File: config.mk
export PLATFORM = sky130hd
export DESIGN_NAME = signed_div_seq
export DESIGN_NICKNAME = d
export VERILOG_FILES = /design/src/rtl/signed_div_seq.sv
export SDC_FILE = /design/constraint.sdc
export NUM_CORES = 1
export LEC_CHECK = 0
export CORE_MARGIN = 4
export CORE_UTILIZATION = 45
export CTS_CLUSTER_SIZE = 8
export DETAILED_ROUTE_END_ITERATION = 8
export PLACE_DENSITY = 0.77
export SLEW_MARGIN = 10
export SYNTH_ARGS = -nofsm -noshare
export SYNTH_HDL_FRONTEND = slang
export SYNTH_SLANG_ARGS = --single-unit
File: constraint.sdc
create_clock -name clk -period 2 [get_ports clk]
set_clock_uncertainty 0.2 [all_clocks]
set_input_delay 0.4 -clock clk [delete_from_list [all_inputs] [get_ports clk]]
set_output_delay 0.4 -clock clk [all_outputs]
set_load 0.01 [all_outputs]
File: src/rtl/signed_div_seq.sv
// -----------------------------------------------------------------------------
// signed_div_seq
//
// Sequential signed divider: 8-bit dividend / 4-bit divisor. It undoes the
// team's 4x4 signed multiplier. The quotient truncates toward zero, and the
// remainder takes the sign of the dividend, so that
//   dividend = quotient*divisor + remainder.
//
// The core is restoring division on magnitudes, one quotient bit per clock
// over 8 CALC cycles. A single FIX cycle then applies the signs and loads the
// outputs.
//
// Ports
//   clk        rising-edge clock
//   rst        synchronous, active-high reset
//   start      request, sampled only while idle
//   dividend   signed 8-bit operand, captured with start
//   divisor    signed 4-bit operand, captured with start
//   busy       high during the CALC/FIX cycles
//   done       one-cycle pulse, quotient/remainder valid
//   quotient   signed 8-bit result, held until the next FIX or reset
//   remainder  signed 4-bit result, held until the next FIX or reset
//   dz         divide-by-zero flag (only with DIV_ZERO_DETECT_EN)
//
// Optional feature macro: DIV_ZERO_DETECT_EN
//   Defined:   a zero divisor skips CALC. The block returns 0/0 with dz=1 in
//              the done cycle.
//   Undefined: there is no dz port. A zero divisor runs the normal 9-cycle
//              path and returns quotient 8'hFF, remainder dividend[3:0].
// -----------------------------------------------------------------------------
module signed_div_seq (
  input  logic       clk,
  input  logic       rst,
  input  logic       start,
  input  logic [7:0] dividend,
  input  logic [3:0] divisor,
  output logic       busy,
  output logic       done,
  output logic [7:0] quotient,
  output logic [3:0] remainder
`ifdef DIV_ZERO_DETECT_EN
  ,
  output logic       dz
`endif
);

  typedef enum logic [1:0] {IDLE, CALC, FIX} state_t;

  state_t     state;
  state_t     state_next;
  logic [2:0] cnt;
  logic [7:0] q_mag;
  logic [3:0] rem_mag;
  logic [3:0] dvs_mag;
  logic       neg_q;
  logic       neg_r;
  logic       dvs_zero;
  logic [4:0] trial;
  logic [3:0] diff;
  logic       take;
`ifndef DIV_ZERO_DETECT_EN
  logic [3:0] dvd_low;
`endif

  // State register. Reset always returns to IDLE, so an operation that is in
  // flight when reset arrives is simply dropped.
  always_ff @(posedge clk) begin
    if (rst) begin
      state <= IDLE;
    end else begin
      state <= state_next;
    end
  end

  // Next-state logic and busy. A start request is only honoured in IDLE.
  // The done cycle is already IDLE, which is what makes back-to-back starts
  // possible.
  always_comb begin
    state_next = state;
    busy       = 1'b0;
    case (state)
      IDLE: begin
        if (start) begin
`ifdef DIV_ZERO_DETECT_EN
          state_next = (divisor == 4'd0) ? FIX : CALC;
`else
          state_next = CALC;
`endif
        end
      end
      CALC: begin
        busy = 1'b1;
        if (cnt == 3'd7) begin
          state_next = FIX;
        end
      end
      FIX: begin
        busy       = 1'b1;
        state_next = IDLE;
      end
      default: state_next = IDLE;
    endcase
  end

  // One restoring step. The partial remainder always stays below the divisor
  // magnitude (at most 8), so 4 bits are enough. The subtraction is done
  // modulo 16, which is exact whenever the trial value is at least the
  // divisor.
  always_comb begin
    trial = {rem_mag, q_mag[7]};
    take  = (trial >= {1'b0, dvs_mag});
    diff  = trial[3:0] - dvs_mag;
  end

  // Datapath.
  // IDLE captures the operand magnitudes and signs. CALC shifts one
  // quotient bit in per cycle, replacing dividend bits in q_mag. FIX applies
  // the signs, loads the outputs and raises done.
  always_ff @(posedge clk) begin
    if (rst) begin
      cnt       <= 3'd0;
      q_mag     <= 8'd0;
      rem_mag   <= 4'd0;
      dvs_mag   <= 4'd0;
      neg_q     <= 1'b0;
      neg_r     <= 1'b0;
      dvs_zero  <= 1'b0;
      done      <= 1'b0;
      quotient  <= 8'd0;
      remainder <= 4'd0;
`ifdef DIV_ZERO_DETECT_EN
      dz        <= 1'b0;
`else
      dvd_low   <= 4'd0;
`endif
    end else begin
      done <= 1'b0;
`ifdef DIV_ZERO_DETECT_EN
      dz   <= 1'b0;
`endif
      case (state)
        IDLE: begin
          if (start) begin
            q_mag    <= dividend[7] ? -dividend : dividend;
            dvs_mag  <= divisor[3] ? -divisor : divisor;
            neg_q    <= dividend[7] ^ divisor[3];
            neg_r    <= dividend[7];
            dvs_zero <= (divisor == 4'd0);
            rem_mag  <= 4'd0;
            cnt      <= 3'd0;
`ifndef DIV_ZERO_DETECT_EN
            dvd_low  <= dividend[3:0];
`endif
          end
        end
        CALC: begin
          q_mag   <= {q_mag[6:0], take};
          rem_mag <= take ? diff : trial[3:0];
          cnt     <= cnt + 3'd1;
        end
        FIX: begin
          done <= 1'b1;
          cnt  <= 3'd0;
          if (dvs_zero) begin
`ifdef DIV_ZERO_DETECT_EN
            quotient  <= 8'd0;
            remainder <= 4'd0;
            dz        <= 1'b1;
`else
            quotient  <= 8'hFF;
            remainder <= dvd_low;
`endif
          end else begin
            quotient  <= neg_q ? -q_mag : q_mag;
            remainder <= neg_r ? -rem_mag : rem_mag;
          end
        end
        default: ;
      endcase
    end
  end

endmodule

# After elaboration in Yosys (flattened, before gate mapping)
# Cells that the tools add are included.
# op_classes
add_sub_neg,6
mul,0
n_div,0
magnitude_cmp,1
n_eq_ne,5
shifts,0
n_mux,18
bitwise_logic,1
n_reduce_logical,9
# ops
cell,n
2-to-1 mux 8 bit,4
2-to-1 mux 4 bit,5
negation 8 bit,2
case mux 8 bit (2 select lines),1
case mux 3 bit (3 select lines),1
negation 4 bit,2
case mux 4 bit (2 select lines),1
AND reduction 2 bit,4
greater-or-equal comparator 5 x 4 -> 1 bit,1
zero test 4 bit,1
2-to-1 mux 2 bit,2
inequality test 2 bit (second input constant),2
case mux 2 bit (2 select lines),1
subtractor 4 bit,1
adder 3 x 1 -> 3 bit (second input constant),1
== test 3 bit (second input constant),1
2-to-1 mux 3 bit,1
nonzero test 3 bit,1
== test 2 x 1 -> 1 bit (second input constant),1
== test 2 bit (second input constant),1
zero test 2 bit,1
2-to-1 mux 1 bit,2
nonzero test 2 bit,1
OR reduction 2 bit,1
bitwise XOR 1 bit,1
# word_totals
ff_bits,41
latchBits,0
ramBits,0
rom_bits,0
input_bits,15
output_inout_bits,14
elab_cells,52
mem_count,0

# Depth between registers and ports, before layout
# depth
word_depth,4
mapped_depth,8
ltp_nobuf,7

# Worst setup path before layout
# OpenSTA, ideal clock, no wires.
# synth_path
kind,register to register
start,register rem_mag[1]
end,register rem_mag[0]
setup_time_ps,117
arrival_time_ps,1621
required_time_ps,1683
slack_ps,61
path_stages_with_launch,6
n_path_buf,0
synth_period_minus_slack_ps,1939
cell_sequence,dfxtp_1 -> ha_1 -> a21oi_1 -> a31oi_1 -> or3_1 -> a32o_1
# synth_between
elab_chain_cells,3
# synth_lines
item,line_no,rtl
start: declaration,53,logic [3:0] rem_mag;
start signal: assignment,158,rem_mag <= take ? diff : trial[3:0];
greater-or-equal comparator 5 x 4 -> 1 bit,111,"take = (trial >= {1'b0, dvs_mag});"
2-to-1 mux 4 bit,158,
case mux 4 bit (2 select lines),141,case (state)
# No other way between the ends.
# A chain may end at the register's enable or synchronous reset.

# Worst setup path after layout
# layout_path
start,input dividend[3]
end,register q_mag[6]
# layout_between
elab_chain_cells,4
# layout_lines
item,line_no,rtl
start: declaration,35,"input logic [7:0] dividend,"
negation 8 bit,144,q_mag <= dividend[7] ? -dividend : dividend;
2-to-1 mux 8 bit,144,
2-to-1 mux 8 bit,143,if (start) begin
case mux 8 bit (2 select lines),141,
end signal: assignment,144,
end signal: assignment,157,"q_mag <= {q_mag[6:0], take};"
end: declaration,52,logic [7:0] q_mag;
# No other way between the ends. The select of a mux whose other input is x is not followed.

==> impl_metrics.tcl <==
set metrics [dict create \
    clk_pin_slew_ns 0.08 \
    synth-xor-area-share 0.0497 \
    swShare 0.283 \
    fmax_ghz 0.521 \
    cts_tree "yes" \
    gp_congestion 0.881 \
    cts_max_path_buffers 2 \
    r2r-end "quotient[7]" \
    p_leak_nw 1.16 \
    io_buffers 28 \
    layout_common_cells "dfxtp_1 (38), nand2_1 (31), buf_4 (31)" \
    synth_top_family_by_area "simple AND/OR/NAND/NOR gates" \
    drt-initial-drc-count 99 \
    crit_chain "clkdlybuf4s50_1 > buf_4 > nor4_1 > nand4_1 > a31o_2 > a21oi_1" \
    synth_mux_area_frac 0.0355 \
    worstReg2RegStart "q_mag[0]" \
    yosysUniqueCellTypes 45 \
    hpwl_um 4120 \
    antenna_cells 0 \
    final_common_cell "dfxtp_1" \
    p_seq_frac 0.426 \
    p_clk_frac 0.333 \
    syn_area_um2 2290 \
    dpl.cell_count 388 \
    r2r_slack_ns 0.09 \
    yosys.area_share.simple 0.207 \
    gr-total-overflow 0 \
    cp-start-kind "primary input" \
    synth_fa_ha_area_frac 0.0852 \
    rows 25 \
    status "complete, no violations" \
    worstPathRequired_ns 2.03 \
    fp.coreArea_um2 4820 \
    grt_max_degree 30 \
    cts_sinks 41 \
    die-area_um2 6300 \
    synth-async-reset-ratio 0 \
    grt_pass1_wl_um 9000 \
    synth-seq-cells 41 \
    p_switching_mw 0.598 \
    hold_path.class "flop to flop" \
    clkLatencyLatePin_ns 0.30 \
    cts_root_buf "clkbuf_8" \
    synth-compound-area-share 0.206 \
    area_growth_pct 32.5 \
    holdPathStages 2 \
    grt_pass1_vias 2073 \
    drt_first_pass_iters 4 \
    irDropWorstVdd_v 0.000336 \
    hold_viol 0 \
    instances_no_fill 398 \
    drv_cap 0 \
    ys_seq_area_frac 0.358 \
    cp_slowest_cell "clkdlybuf4s50_1" \
    ant_nets 0 \
    cp_max_fo 4 \
    htreeDepth 2 \
    vias_per_cell 5.42 \
    post-route-period-util 0.960 \
    drive_gt1_frac 0.178 \
    post-route-util 0.630 \
    drc_errors 0 \
    numCtsBuffers 5 \
    setup_viol 0 \
    worst-path-buf-inv 2 \
    comb_power_share 0.241 \
    final_nets 360 \
    grtUsageTotal 0.183 \
    fin_setup_tns_ns 0 \
    avgRoutedWirePerCell_um 14.0 \
    via_count 2157 \
    power_density_nw_per_um2 697 \
    synth_flop_cell "dfxtp_1" \
    maxSlewViolCount 0 \
    synth_edf_count 0 \
    slowest_delay_ns 0.44 \
    whs_endpoint "dvs_mag[3]" \
    antenna_found_initial 0 \
    critPathArrivalTime_ns 1.95 \
    synthesis.area_per_instance_um2 8.24 \
    drt-total-wl_um 5580 \
    tightestPinTransition_ns 0.435 \
    yosys_warnings 0 \
    synth_cells 278 \
    ff2ff_path_depth 5 \
    p_int_mw 1.52 \
    relSlewSlack 0.707 \
    critPathTopFamily "buffers and inverters" \
    syn_nets 308 \
    ctsHoldBuffers 0 \
    hold_start "dvs_mag[3]" \
    die_w_um 79.4 \
    chipHeight_um 79.4 \
    critPathCaptureType "flop" \
    num_io_pins 29 \
    setup.worst_path.class "primary input to flop" \
    total_power_mw 2.12 \
    initial_core_util 0.476 \
    fin_crit_ns 1.92 \
]
-- power groups by stage --
stage          clock, mW  combinational (mW)  sequential [mW]
6_report           0.705               0.510            0.900
5_1_grt            0.751               0.568            0.905
3_3_place_gp           0               0.454            0.912
4_1_cts            0.722               0.474            0.896
2_1_floorplan          0               0.290            0.902
3_5_place_dp           0               0.465            0.915
-- stage by stage --
| step | worst slack, ns | hold slack (ns) | area [µm²] |
|---|---|---|---|
| floorplan | 0.0611 | 0.231 | 2290 |
| CTS | 0.0245 | 0.258 | 2970 |
| finish | 0.0809 | 0.256 | 3040 |
| global route | -0.0274 | 0.289 | 3040 |
| detailed placement | -0.394 | 0.249 | 2840 |
| global placement | -0.358 | 0.241 | 2840 |
-- how the worst max path moves through the flow --
stage                       endpoint         from  slack (ns)  cells past startpoint
final                       q_mag[6]  dividend[3]        0.08                      6
after global routing        q_mag[6]  dividend[3]       -0.03                      6
after CTS                   q_mag[6]  dividend[1]        0.02                      8
after detailed placement    q_mag[4]  dividend[0]       -0.39                      7
after global placement      q_mag[4]  dividend[0]       -0.36                      7
after floorplan           rem_mag[0]   rem_mag[1]        0.06                      5
-- cells by family after synthesis --
logic type	count (synthesis)
and+or+nand+nor	95
DFF	41
adders and majority gates	15
AOI/OAI and AO/OA	71
xor gates and xnor gates	13
muxes	8
buffers and inverters	35
-- Yosys cell counts (2+ instances only) --
library cell	n	share of area
nand4_1	4	0.011
nor2_1	24	0.039
nand3_1	4	0.0087
a221oi_1	2	0.0076
buf_1	3	0.0049
nand2_1	31	0.051
a22oi_1	2	0.0066
nand2b_1	8	0.022
xnor2_1	8	0.031
nor4b_1	2	0.0076
or3b_2	2	0.0076
a211oi_1	10	0.033
ha_1	14	0.076
o21ai_0	9	0.020
inv_1	20	0.033
o31ai_1	5	0.016
dfxtp_1	41	0.36
nor3_1	2	0.0044
nand3b_1	2	0.0066
mux2i_1	7	0.031
or3_1	3	0.0082
nor2b_1	6	0.016
a31o_2	2	0.0076
o211ai_1	4	0.013
clkbuf_1	11	0.018
a32o_1	2	0.0087
a311oi_1	4	0.015
a21oi_1	25	0.055
xor2_1	5	0.019
-- timing repair --
action                     CTS  global route
setup endpoints to repair    4             7
pin swaps                    2             5
resized for setup            9            10
setup buffers                0             2
-- final cells by class --
| class | instances | area (µm²) |
|---|---|---|
| Clock buffer | 6 | 82.6 |
| Clock inverter | 2 | 37.5 |
| Fill cell | 440 | 1780 |
| Inverter | 20 | 75.1 |
| Multi-Input combinational cell | 202 | 1400 |
| Sequential cell | 41 | 825 |
| Tap cell | 67 | 83.8 |
| Timing Repair Buffer | 60 | 533 |
-- routing by layer --
layer | vias up | track usage | share of wire
met5 | - | 0 | 0
met3 | 16 | 0.0431 | 0.048
li1 | 1082 | - | -
met1 | 997 | 0.198 | 0.42
met2 | 62 | 0.330 | 0.51
met4 | 0 | 0.0893 | 0.027
-- flip-flops by register name, indices dropped and copies added, names as in the netlist --
signal,cells
q_mag,8
quotient,8
dvd_low,4
dvs_mag,4
rem_mag,4
remainder,4
cnt,3
state,2
done,1
dvs_zero,1
neg_q,1
neg_r,1
-- worst reg2reg max path: stages, from the launching register on --
cell and delay [ns]:
dfxtp_1 0.32, buf_4 0.14, or4_4 0.53, o41ai_2 0.28, xnor2_1 0.11, a311oi_1 0.25
Note: power is estimated with default switching activity, not from simulation.
